<file path="src/rtl/mux_reg_pkg.sv">
// Shared constants and types for the mux_reg_8x8 register bank.
package mux_reg_pkg;

  localparam int unsigned MUX_REG_WIDTH = 8;
  localparam int unsigned MUX_REG_DEPTH = 8;

  typedef logic [MUX_REG_WIDTH-1:0] mux_data_t;
  typedef logic [MUX_REG_DEPTH-1:0] mux_sel_t;

endpackage

</file>
<file path="src/rtl/mux_reg_entry.sv">
// One WIDTH-bit register with load enable, async active-low clear and a serial
// scan path (scan_in enters bit 0, scan_out leaves from bit WIDTH-1).
module mux_reg_entry #(
  parameter int unsigned WIDTH = 8
) (
  input  logic             clk,
  input  logic             rst_n,
  input  logic             we,
  input  logic [WIDTH-1:0] d,
  input  logic             scan_en,
  input  logic             scan_in,
  output logic [WIDTH-1:0] q,
  output logic             scan_out
);

  logic [WIDTH-1:0] shift_d;

  assign shift_d  = (q << 1) | WIDTH'(scan_in);
  assign scan_out = q[WIDTH-1];

  // Shift takes priority over a functional load.
  always_ff @(posedge clk or negedge rst_n) begin
    if (!rst_n) begin
      q <= '0;
    end else if (scan_en) begin
      q <= shift_d;
    end else if (we) begin
      q <= d;
    end
  end

endmodule

</file>
<file path="src/rtl/mux_reg_8x8.sv">
// Bank of DEPTH one-hot-written registers with an AND-OR read mux.
// Define MUX_REG_SCAN_EN to build the serial scan chain (tc/td/tq).
module mux_reg_8x8
  import mux_reg_pkg::*;
#(
  parameter int unsigned WIDTH = MUX_REG_WIDTH,
  parameter int unsigned DEPTH = MUX_REG_DEPTH
) (
  input  logic             clk,
  input  logic             rst_n,
  input  logic [WIDTH-1:0] in,
  input  logic [DEPTH-1:0] en_in,
  input  logic [DEPTH-1:0] en_out,
  output logic [WIDTH-1:0] out,
  input  logic             tc,
  input  logic             td,
  output logic             tq
);

  logic [WIDTH-1:0] regs [DEPTH];
  logic [DEPTH:0]   chain;
  logic             scan_en;

`ifdef MUX_REG_SCAN_EN
  assign scan_en  = tc;
  assign chain[0] = td;
  assign tq       = chain[DEPTH];
`else
  logic unused_scan;

  assign scan_en     = 1'b0;
  assign chain[0]    = 1'b0;
  assign tq          = 1'b0;
  assign unused_scan = ^{tc, td, chain[DEPTH]};
`endif

  for (genvar k = 0; k < DEPTH; k++) begin : g_entry
    mux_reg_entry #(
      .WIDTH (WIDTH)
    ) u_entry (
      .clk      (clk),
      .rst_n    (rst_n),
      .we       (en_in[k]),
      .d        (in),
      .scan_en  (scan_en),
      .scan_in  (chain[k]),
      .q        (regs[k]),
      .scan_out (chain[k+1])
    );
  end

  // Multiple select bits OR the chosen registers together.
  always_comb begin
    out = '0;
    for (int k = 0; k < DEPTH; k++) begin
      out = out | (regs[k] & {WIDTH{en_out[k]}});
    end
  end

endmodule

</file>
<file path="config.mk">
export PLATFORM = sky130hd
export DESIGN_NAME = mux_reg_8x8
export DESIGN_NICKNAME = d
export VERILOG_FILES = /design/src/rtl/mux_reg_pkg.sv /design/src/rtl/mux_reg_entry.sv /design/src/rtl/mux_reg_8x8.sv
export SDC_FILE = /design/constraint.sdc
export NUM_CORES = 1
export LEC_CHECK = 0
export ABC_AREA = 1
export ABC_CLOCK_PERIOD_IN_PS = 1050
export CORE_MARGIN = 1
export CORE_UTILIZATION = 42
export CTS_CLUSTER_SIZE = 28
export DETAILED_ROUTE_END_ITERATION = 8
export GPL_ROUTABILITY_DRIVEN = 0
export SLEW_MARGIN = 20
export SYNTH_ARGS = -nofsm -noshare
export SYNTH_HDL_FRONTEND = slang
export SYNTH_SLANG_ARGS = --single-unit
</file>
<file path="constraint.sdc">
create_clock -name clk -period 1.05 [get_ports clk]
set_input_delay 0.315 -clock clk [delete_from_list [all_inputs] [get_ports clk]]
set_output_delay 0.315 -clock clk [all_outputs]
set_load 0.005 [all_outputs]
</file>
# After elaboration in Yosys (flattened, before gate mapping)
# Cells that the tools add are included.
# Widths: inputs -> output; s select.
# op_classes
n_addsub	0
n_mul	0
n_div	0
n_lt_le_gt_ge	0
eq_ne	0
n_shift	0
n_mux	0
n_bitwise	15
n_reduce_logical	0
# op_table
op	count
$and 8x8->8	8
$or 8x8->8	7
# totals
regBits	64
latch_bits	0
mem_bits_rw	0
rom_bits	0
inputBits	28
output_inout_bits	9
elab_cells	23
memories	0

# Logic depth before layout (Yosys ltp)
# Gate-level depths: netlist (run 1).
# depth
ltp_word	8
mapped_depth	5
depth_no_buf	4

# Cells and area by module
# From an unflattened synthesis (run 1), not the netlist that was laid out.
# unflattened
cells_unflattened	538
hier_area_um2	3774.9
# by_module_without_submodules
module	n_inst	cells_per_inst	area_per_inst_um2	seq_area_each_um2
mux_reg_entry	8	51	409.1	200.2
mux_reg_8x8	1	130	501.7	0.0

# Worst setup path after synthesis (run 1)
# OpenSTA, ideal clock, no wires.
# synth_path
kind	input to output
from	input en_out[4]
to	output out[5]
arrival_time_ps	707
required_time_ps	735
setup_slack_ps	28
path_stages	5
path_buffers	1
path_cell_list	buf_2 -> nand2_1 -> nand2_1 -> nor2_1 -> nand2_1
# synth_between
elab_chain_len	5
# synth_rtl
item	line_no	rtl
start: declaration	mux_reg_8x8.sv:13	input logic [DEPTH-1:0] en_out,
$and 8x8->8	mux_reg_8x8.sv:56	out = out | (regs[k] & {WIDTH{en_out[k]}});
$or 8x8->8 (4 in a row)	mux_reg_8x8.sv:56	
end: declaration	mux_reg_8x8.sv:14	output logic [WIDTH-1:0] out,
# Every way passes these cells.

# Worst setup path after layout (run 1)
# layout_path
from	register g_entry[7].u_entry.q[4]
to	output out[4]
# layout_between
elab_chain_len	2
# layout_rtl
item	line_no	rtl
start: declaration	mux_reg_entry.sv:12	output logic [WIDTH-1:0] q,
start signal: assignment	mux_reg_entry.sv:26	q <= shift_d;
$and 8x8->8	mux_reg_8x8.sv:56	
$or 8x8->8	mux_reg_8x8.sv:56	
# Every way passes these cells.

==> results of run 1 <==
how the worst min path moves through the flow:
stage / from / end / slack, ps
after floorplan: rst_n / g_entry[0].u_entry.q[0] / 20
after global placement: rst_n / g_entry[1].u_entry.q[1] / 360
after detailed placement: rst_n / g_entry[1].u_entry.q[5] / 350
after CTS: g_entry[3].u_entry.q[5] / g_entry[3].u_entry.q[5] / 510
after global routing: g_entry[7].u_entry.q[6] / g_entry[7].u_entry.q[6] / 540
final: rst_n / g_entry[1].u_entry.q[5] / 510
per-stage QoR:
step	hold WS [ps]	area, um^2	TNS, ps
final	510	4040	-3400
after global routing	542	4040	-3970
after CTS	515	3980	-3550
after detailed placement	355	3610	-16210
after global placement	362	3610	-15360
after floorplan	19.4	3050	0
power breakdown:
group          switching [uW]  internal (uW)  total, uW
Sequential                123           2690       2810
Combinational             549            477       1030
Clock                     935           1220       2160
Total                    1610           4390       5990
synthesized netlist by cell type:
library cell  number  area, um^2
nor2_1            16        60.1
dfrtp_1           64        1600
o21ai_0           57         285
conb_1             1        3.75
buf_4              8        60.1
buf_2              9        45.0
inv_1             64         240
o21ai_1            7        35.0
buf_6              8        90.1
nand2_1          168         631
worst max-delay path, stage by stage, from the launching register on:
cell,delay [ps]
dfrtp_1,390
nand2_1,70
nand2_2,60
nor2_1,90
nand2_1,90
buf_2,140
kinds of logic (layout without fill, tap and decap cells):
kind of cell,Yosys count,count (layout),synth area share
AOI/OAI and AO/OA,64,64,0.105
other,1,1,0.00123
DFF,64,64,0.525
buffers and inverters,89,160,0.143
and+or+nand+nor,184,184,0.226
cells in the final DEF, fill, tap and decap left out, types with 2 or more instances in the layout:
cell type	n
buf_2	9
clkbuf_8	11
buf_6	11
clkdlybuf4s50_1	16
clkbuf_1	2
nand2_1	145
inv_1	64
dlygate4sd2_1	4
nor2_4	4
clkinv_2	2
o21ai_0	57
o21ai_1	7
clkdlybuf4s15_1	4
nand2_2	23
buf_12	7
dfrtp_1	64
buf_4	28
nor2_2	6
nor2_1	6
routing by layer:
layer,routed length [um],share of wire,global-route usage,vias up
met5,0,0,0,-
met4,134,0.019,0.0909,0
met3,410,0.057,0.0417,14
met2,3190,0.44,0.325,51
met1,3470,0.48,0.298,1100
li1,-,-,-,1321
final cells by class:
type | count | area [um^2]
Inverter | 64 | 240
Fill cell | 651 | 2860
Sequential cell | 64 | 1600
Clock inverter | 3 | 40.0
Clock buffer | 13 | 159
Tap cell | 96 | 120
Multi-Input combinational cell | 249 | 1120
Timing Repair Buffer | 80 | 764
what timing repair did:
item / 4_1_cts / 5_1_grt
resized for setup: 83 / 9
hold buffers: 1 / 0
setup endpoints to repair: 8 / 8
pin swaps: 47 / 22
setup buffers: 11 / 5
hold endpoints to repair: 19 / 0
==> impl_metrics.ini, run 1 <==
[clock_network]
cts_num_sinks = 64
cts_tree = built
htree_num_levels = 3
numCtsBuffers = 9
cts_root_buf = clkbuf_8
clk-insertion-delay-late_ps = 340
clk_path_buf_depth = 2
clk_pin_slew_ps = 70

[cells_and_area]
diodes = 0
drive_gt1_frac = 0.216
post-route-util = 0.585
finalNetCount = 496
largest_reg_flops = 64
reg_top3 = g_entry.u_entry.q: 64 flops
final_cells = 569
areaGrowthSynthToFinish_pct = 32.5
regMostFlops = g_entry.u_entry.q

[logic_synthesis]
synth_area_mm2 = 0.00305
avgSynthCellArea_um2 = 7.59
synthDistinctLibCells = 10
postSynthCellCount = 402
ys.warnings.count = 0
syn_nets = 430
ys_seq_elements = 64
ys_seq_area_frac = 0.525

[critical_path]
crit_path_end = out[4]
r2r_cells = 3
path_class = reg2out
r2r_end = g_entry[4].u_entry.q[1]
cp_data_arrival_time_ps = 1180
rr_startpoint = g_entry[4].u_entry.q[1]
crit_required_ps = 730
crit_path_start = g_entry[7].u_entry.q[4]
end_kind = primary output
r2r_slack_ps = 290
cp_max_fo = 2
cp-start-kind = flip-flop

[grt]
grt_max_degree = 65
antenna_found_initial = 0
overflow = 0
grtUsageTotal = 0.213
grt_pass1_vias = 2391
grt_pass1_wl_um = 11700

[place]
dpl_worst_slack_ps = -1020
dp_hpwl_um = 4800
place_inst = 536
io_buffers = 33

[timing]
min_period_ps = 1490
fmax_mhz = 670
setup_slack_ps = -443
rsz0062_at_grt = yes
clock_skew_ps = 0
hold_viol = 0
finalCritPeriodShare = 1.42
setup_viol = 8
final_max_slew_viol_count = 0

[floorplan]
start_util = 0.442
ioPinCount = 37
die_x_um = 87.2
dieArea_mm2 = 0.00761
rows = 30
die_h_um = 87.2
design.core.area_mm2 = 0.00691

[drt]
viasPerCell = 4.37
routed_wl_um = 7210
wl_per_cell_um = 12.7
drc_errors = 0
drt_iter0_markers = 141
vias = 2486
drtAntennaViolNets = 0
drt_pass1_iterations = 4

[status]
violations = negative setup slack
status = complete, but fails checks

[power]
leakagePower_uw = 0.00211
total_power_uw = 5990
power_density_mw_per_mm2 = 1480
ir_drop_v = 0.000861

[run]
drv_cap = 0

[hold_path]
min_path_type = in2async
(Power assumes the default switching activity.)
==> run 2: changes to the inputs <==
--- a/config.mk
+++ b/config.mk
@@ -8,10 +8,11 @@
 export ABC_AREA = 1
 export ABC_CLOCK_PERIOD_IN_PS = 1050
 export CORE_MARGIN = 1
-export CORE_UTILIZATION = 42
+export CORE_UTILIZATION = 50
 export CTS_CLUSTER_SIZE = 28
 export DETAILED_ROUTE_END_ITERATION = 8
 export GPL_ROUTABILITY_DRIVEN = 0
+export PLACE_DENSITY = 0.73
 export SLEW_MARGIN = 20
 export SYNTH_ARGS = -nofsm -noshare
 export SYNTH_HDL_FRONTEND = slang
==> run 2 against run 1 <==
  * The run still ends with negative setup slack left
  * Sequential cell count unchanged
  * Setup slack worse by 37 ps
  * Cell count down 5.3%
  * Critical path depth unchanged
  * Design area down 2.9%
  * Critical path type unchanged
  * Hold slack worse by 130 ps
  * Non-clock buffer count down 8
  * Sequential power about the same
  * First-iteration DRC count up 77%
  * Clock power up 2%
==> impl_metrics.ini, run 2 (synthesis gave the netlist of run 1 again) <==
[status]
status = complete, but fails checks
violations = negative setup slack

[clock_network]
htree_num_levels = 3
numCtsBuffers = 9
cts_root_buf = clkbuf_8
clk_pin_slew_ps = 70
cts_tree = built
cts_num_sinks = 64
clk_path_buf_depth = 2
clk-insertion-delay-late_ps = 340

[cells_and_area]
fin_area_mm2 = 0.00392
reg_top3 = g_entry.u_entry.q: 64 flops
mostFrequentLayoutCells = nand2_1, inv_1, dfrtp_1
drive_gt1_frac = 0.179
areaGrowthSynthToFinish_pct = 28.6
fillers = 483
diodes = 0
largest_reg_flops = 64
final_common_cell = nand2_1
finalNetCount = 488
regMostFlops = g_entry.u_entry.q

[timing]
hold_viol = 0
fmax_mhz = 654
final_max_slew_viol_count = 0
setup_slack_ps = -480
min_period_ps = 1530
finalCritPeriodShare = 1.46
setup_viol = 8
finalSetupTns_ps = -3640
rsz0062_at_grt = yes
clock_skew_ps = 0

[floorplan]
start_util = 0.515
die_h_um = 80.1
design.core.area_mm2 = 0.00592
rows = 28
dieArea_mm2 = 0.00642
die_x_um = 80.1
ioPinCount = 37

[drt]
drc_errors = 0
viasPerCell = 4.86
routed_wl_um = 7140
vias = 2621
drtAntennaViolNets = 0
drt_pass1_iterations = 4
drt_iter0_markers = 249
wl_per_cell_um = 13.2

[grt]
grt_max_degree = 31
grt_pass1_vias = 2352
grtUsageTotal = 0.240
top_usage_layer = met2
use_met1 = 0.342
use_met2 = 0.361
grt_use_met3 = 0.0284
overflow = 0
grt_pass1_wl_um = 11200
antenna_found_initial = 0

[critical_path]
path_delay_family = flip-flops
cp_slowest_cell = dfrtp_1
cp_max_fo = 2
max_stage_delay_ps = 390
cp_cell_sequence = nand2_1 -> nand2_2 -> nor2_4 -> nand2_1 -> buf_2
cp-start-kind = flip-flop
crit_required_ps = 730
cp_data_arrival_time_ps = 1210
path_class = reg2out
r2r_cells = 4
rr_startpoint = g_entry[5].u_entry.q[2]
worstPathBufferInverterCount = 1
end_kind = primary output
r2r_slack_ps = 170
path_common_cell = nand2_1
r2r_end = g_entry[5].u_entry.q[2]

[place]
dp_hpwl_um = 4790
dpl_cell_area_mm2 = 0.00358
io_buffers = 33
dpl_worst_slack_ps = -1040

[power]
ir_drop_v = 0.000998
total_power_uw = 6010
leakagePower_uw = 0.00207
power_density_mw_per_mm2 = 1530

[run]
drv_cap = 0

[hold_path]
min_path_type = in2async
## run 2: repair_timing
action / 4_1_cts / 5_1_grt
buffers inserted: 9 / 2
hold buffers: 1 / 0
pin swaps: 26 / 14
endpoints found under the setup margin: 8 / 8
resized for setup: 63 / 9
endpoints found under the hold margin: 7 / 0
## run 2: routing by layer
metal  routed length (um)  vias up
met5                    0        -
met4                  173        0
met3                  326       12
met2                 3380       68
met1                 3260     1237
li1                     -     1304
## run 2: where the power goes
part | internal, uW | total, uW | switching [uW]
registers | 2690 | 2810 | 125
clock network | 1280 | 2210 | 929
logic | 447 | 990 | 543
total | 4410 | 6010 | 1600
## run 2: final cells by class
cell class	count	area [um^2]	share of cell area
Sequential cell	64	1600	0.408
Clock inverter	2	37.5	0.00957
Clock buffer	13	169	0.0430
Multi-Input combinational cell	249	1090	0.278
Timing Repair Buffer	72	692	0.176
Inverter	64	240	0.0612
Tap cell	75	93.8	0.0239
## run 2: worst max path at each step
stage                            startpoint      to  slack, ps  cells past startpoint
floorplan                         en_out[4]  out[5]         30                      5
global placement                  en_out[4]  out[7]      -1050                      6
detailed placement                en_out[4]  out[7]      -1040                      6
CTS                 g_entry[0].u_entry.q[6]  out[6]       -480                      5
global route        g_entry[1].u_entry.q[4]  out[4]       -550                      5
finish              g_entry[1].u_entry.q[0]  out[0]       -480                      5
## run 2: stage by stage
| step | hold WS, ps | util | std cells |
|---|---|---|---|
| 3_5_place_dp | 203 | 0.604 | 512 |
| 3_3_place_gp | 202 | 0.604 | 512 |
| 2_1_floorplan | 19.4 | - | 402 |
| 6_report | 385 | 0.663 | 539 |
| 5_1_grt | 410 | 0.663 | 539 |
| 4_1_cts | 372 | 0.655 | 537 |
==> run 3: changes to the inputs <==
--- a/config.mk
+++ b/config.mk
@@ -5,15 +5,15 @@
 export SDC_FILE = /design/constraint.sdc
 export NUM_CORES = 1
 export LEC_CHECK = 0
-export ABC_AREA = 1
+export ABC_AREA = 0
 export ABC_CLOCK_PERIOD_IN_PS = 1050
 export CORE_MARGIN = 1
 export CORE_UTILIZATION = 50
 export CTS_CLUSTER_SIZE = 28
 export DETAILED_ROUTE_END_ITERATION = 8
-export GPL_ROUTABILITY_DRIVEN = 0
-export PLACE_DENSITY = 0.73
+export PLACE_DENSITY = 0.72
 export SLEW_MARGIN = 20
 export SYNTH_ARGS = -nofsm -noshare
 export SYNTH_HDL_FRONTEND = slang
+export SYNTH_HIERARCHICAL = 1
 export SYNTH_SLANG_ARGS = --single-unit
==> run 3 against run 2 <==
  * Total power increased by 21%
  * Non-clock buffer count rose by 45
  * Synthesized cell count fell by 18%
  * Routed wire length rose by 31%
  * Sequential power is 8.5% higher
  * Die area up 10%
  * The flow finishes with violations (design-rule violations, negative setup slack)
  * Largest cell class is now multi-input gates
  * Clock power up 9%
  * Highest routed layer unchanged
  * Critical path depth decreased by 2
  * Cell count is 4.6% higher
  * Setup slack got worse by 75 ps
  * Sequential cell count unchanged
  * First-iteration DRC count up 2.8%
==> impl_metrics.ini, run 3 <==
[status]
violations = design-rule violations, negative setup slack
status = complete, but fails checks

[timing]
clock_skew_ps = 0
fmax_mhz = 623
hold_viol = 0
min_period_ps = 1600
rsz0062_at_grt = yes
finalCritPeriodShare = 1.53
finalSetupTns_ps = -4220
final_max_slew_viol_count = 0
setup_slack_ps = -555
setup_viol = 8

[logic_synthesis]
async_flop_share = 1.00
postSynthCellCount = 330
synthDominantCellAreaShare = 0.475
avgSynthCellArea_um2 = 10.2
synth_area_leaders = dfrtp_1, mux2i_1, o21ai_1, a22oi_1, nand2_1
ys_seq_area_frac = 0.475
synthDistinctLibCells = 11
ys.warnings.count = 6
synth_area_mm2 = 0.00337
ys.flop_type = dfrtp_1
synth_largest_area_cell = dfrtp_1
synth_edf_count = 0
synth_common_cells = dfrtp_1, mux2i_1, nand2_1, o21ai_1, a22oi_1
ys_seq_elements = 64

[power]
internal_power_uw = 5160
leakagePower_uw = 0.00239
seqPwrFrac = 0.420
power_density_mw_per_mm2 = 1510
total_power_uw = 7260
ir_drop_v = 0.000997
p_comb_frac = 0.250
p_switching_uw = 2100
p_clk_frac = 0.330
p_sw_frac = 0.290

[run]
drv_cap = 0

[cells_and_area]
fin_area_mm2 = 0.00481
seq_area_mm2 = 0.00160
areaGrowthSynthToFinish_pct = 42.5
fillers = 439
finalNetCount = 510
final_cells = 564
final_common_cell = buf_4
regMostFlops = g_entry.u_entry/q
mostFrequentLayoutCells = buf_4, nand2_1, o21ai_1, dfrtp_1, mux2i_1
largest_reg_flops = 64
diodes = 0
reg_top3 = g_entry.u_entry/q: 64 flops
multi_input_area_mm2 = 0.00184
drive_gt1_frac = 0.275

[drt]
vias = 3034
routed_wl_um = 9380
drc_errors = 7
drtAntennaViolNets = 0
drt_iter0_markers = 256
wl_per_cell_um = 16.6
drt_pass1_iterations = 7
viasPerCell = 5.38

[place]
dp_hpwl_um = 6630
gp_congestion = 0.829
io_buffers = 33
dpl_worst_slack_ps = -1090
dpl_cell_area_mm2 = 0.00446
place_inst = 544

[clock_network]
cts_root_buf = clkbuf_8
clk-insertion-delay-late_ps = 340
numCtsBuffers = 9
clk_pin_slew_ps = 70
cts_num_sinks = 64
htree_num_levels = 3
cts_tree = built
clk_path_buf_depth = 2

[critical_path]
crit_required_ps = 730
cp_slowest_cell = dfrtp_1
cp_max_fo = 2
end_kind = primary output
r2r_slack_ps = 80
crit_cells = 3
max_stage_delay_ps = 400
worstPathBufferInverterCount = 1
path_delay_family = flip-flops
cp_cell_sequence = a22oi_2 -> nand4_1 -> buf_2
path_class = reg2out
cp-start-kind = flip-flop
r2r_cells = 4
cp_data_arrival_time_ps = 1290

[floorplan]
die_h_um = 84.2
start_util = 0.525
rows = 29
ioPinCount = 37
dieArea_mm2 = 0.00708
die_x_um = 84.2
design.core.area_mm2 = 0.00642

[grt]
overflow = 0
antenna_found_initial = 0
grt_pass1_wl_um = 15300
grtUsageTotal = 0.287
grt_pass1_vias = 2967
grt_max_degree = 65

[hold_path]
min_path_type = in2reg
hold_depth = 4
-- run 3: power groups by stage --
stage | clock network, uW | logic, uW | registers [uW]
4_1_cts | 2400 | 1750 | 3040
3_5_place_dp | 0 | 1730 | 3050
6_report | 2400 | 1810 | 3050
3_3_place_gp | 0 | 1690 | 3040
5_1_grt | 2530 | 1980 | 3080
2_1_floorplan | 0 | 823 | 3010
-- run 3: worst min-delay path: stages --
cell and delay [ps]:
dlymetal6s2s_1 130, buf_12 140, mux2i_1 70, o21ai_1 100
-- run 3: layer usage --
layer / vias up / GRT usage / routed length [um]
li1: 1426 / - / -
met1: 1492 / 0.388 / 4270
met5: - / 0 / 0
met3: 22 / 0.0619 / 485
met4: 0 / 0.136 / 301
met2: 94 / 0.443 / 4320
-- run 3: what timing repair did --
item	CTS	global route
hold buffers	1	0
endpoints found under the hold margin	7	0
gates cloned	0	0
pin swaps	26	5
buffers inserted	3	0
setup endpoints to repair	8	23
resized for setup	63	12
-- run 3: per-stage QoR --
step / hold WS (ps) / utilization
2_1_floorplan: 19.4 / -
3_3_place_gp: 361 / 0.694
3_5_place_dp: 363 / 0.694
6_report: 459 / 0.749
5_1_grt: 487 / 0.749
4_1_cts: 524 / 0.743
-- run 3: cell families after synthesis --
| family | count (synthesis) | synth area share |
|---|---|---|
| and+or+nand+nor | 72 | 0.0860 |
| other | 1 | 0.00111 |
| muxes | 64 | 0.190 |
| buffers and inverters | 33 | 0.0823 |
| AOI/OAI and AO/OA | 96 | 0.166 |
| DFF | 64 | 0.475 |
-- run 3: final cells by class --
class	instances	area share
multi-input combinational	290	0.383
clock inverter	6	0.0172
clock buffer	10	0.0286
tap	77	0.0200
sequential	64	0.333
timing repair buffer	117	0.218
-- run 3: path summary, 6_finish.rpt --
check | startpoint | endpoint
setup / recovery | g_entry[2].u_entry/q[4] | out[4]
hold / removal | en_in[5] | g_entry[5].u_entry/q[1]
setup reg to reg | g_entry[0].u_entry/q[0] | g_entry[0].u_entry/q[0]
hold reg to reg | g_entry[7].u_entry/q[7] | g_entry[7].u_entry/q[7]
max in group asynchronous | rst_n | g_entry[5].u_entry/q[1]
min in group asynchronous | rst_n | g_entry[2].u_entry/q[5]
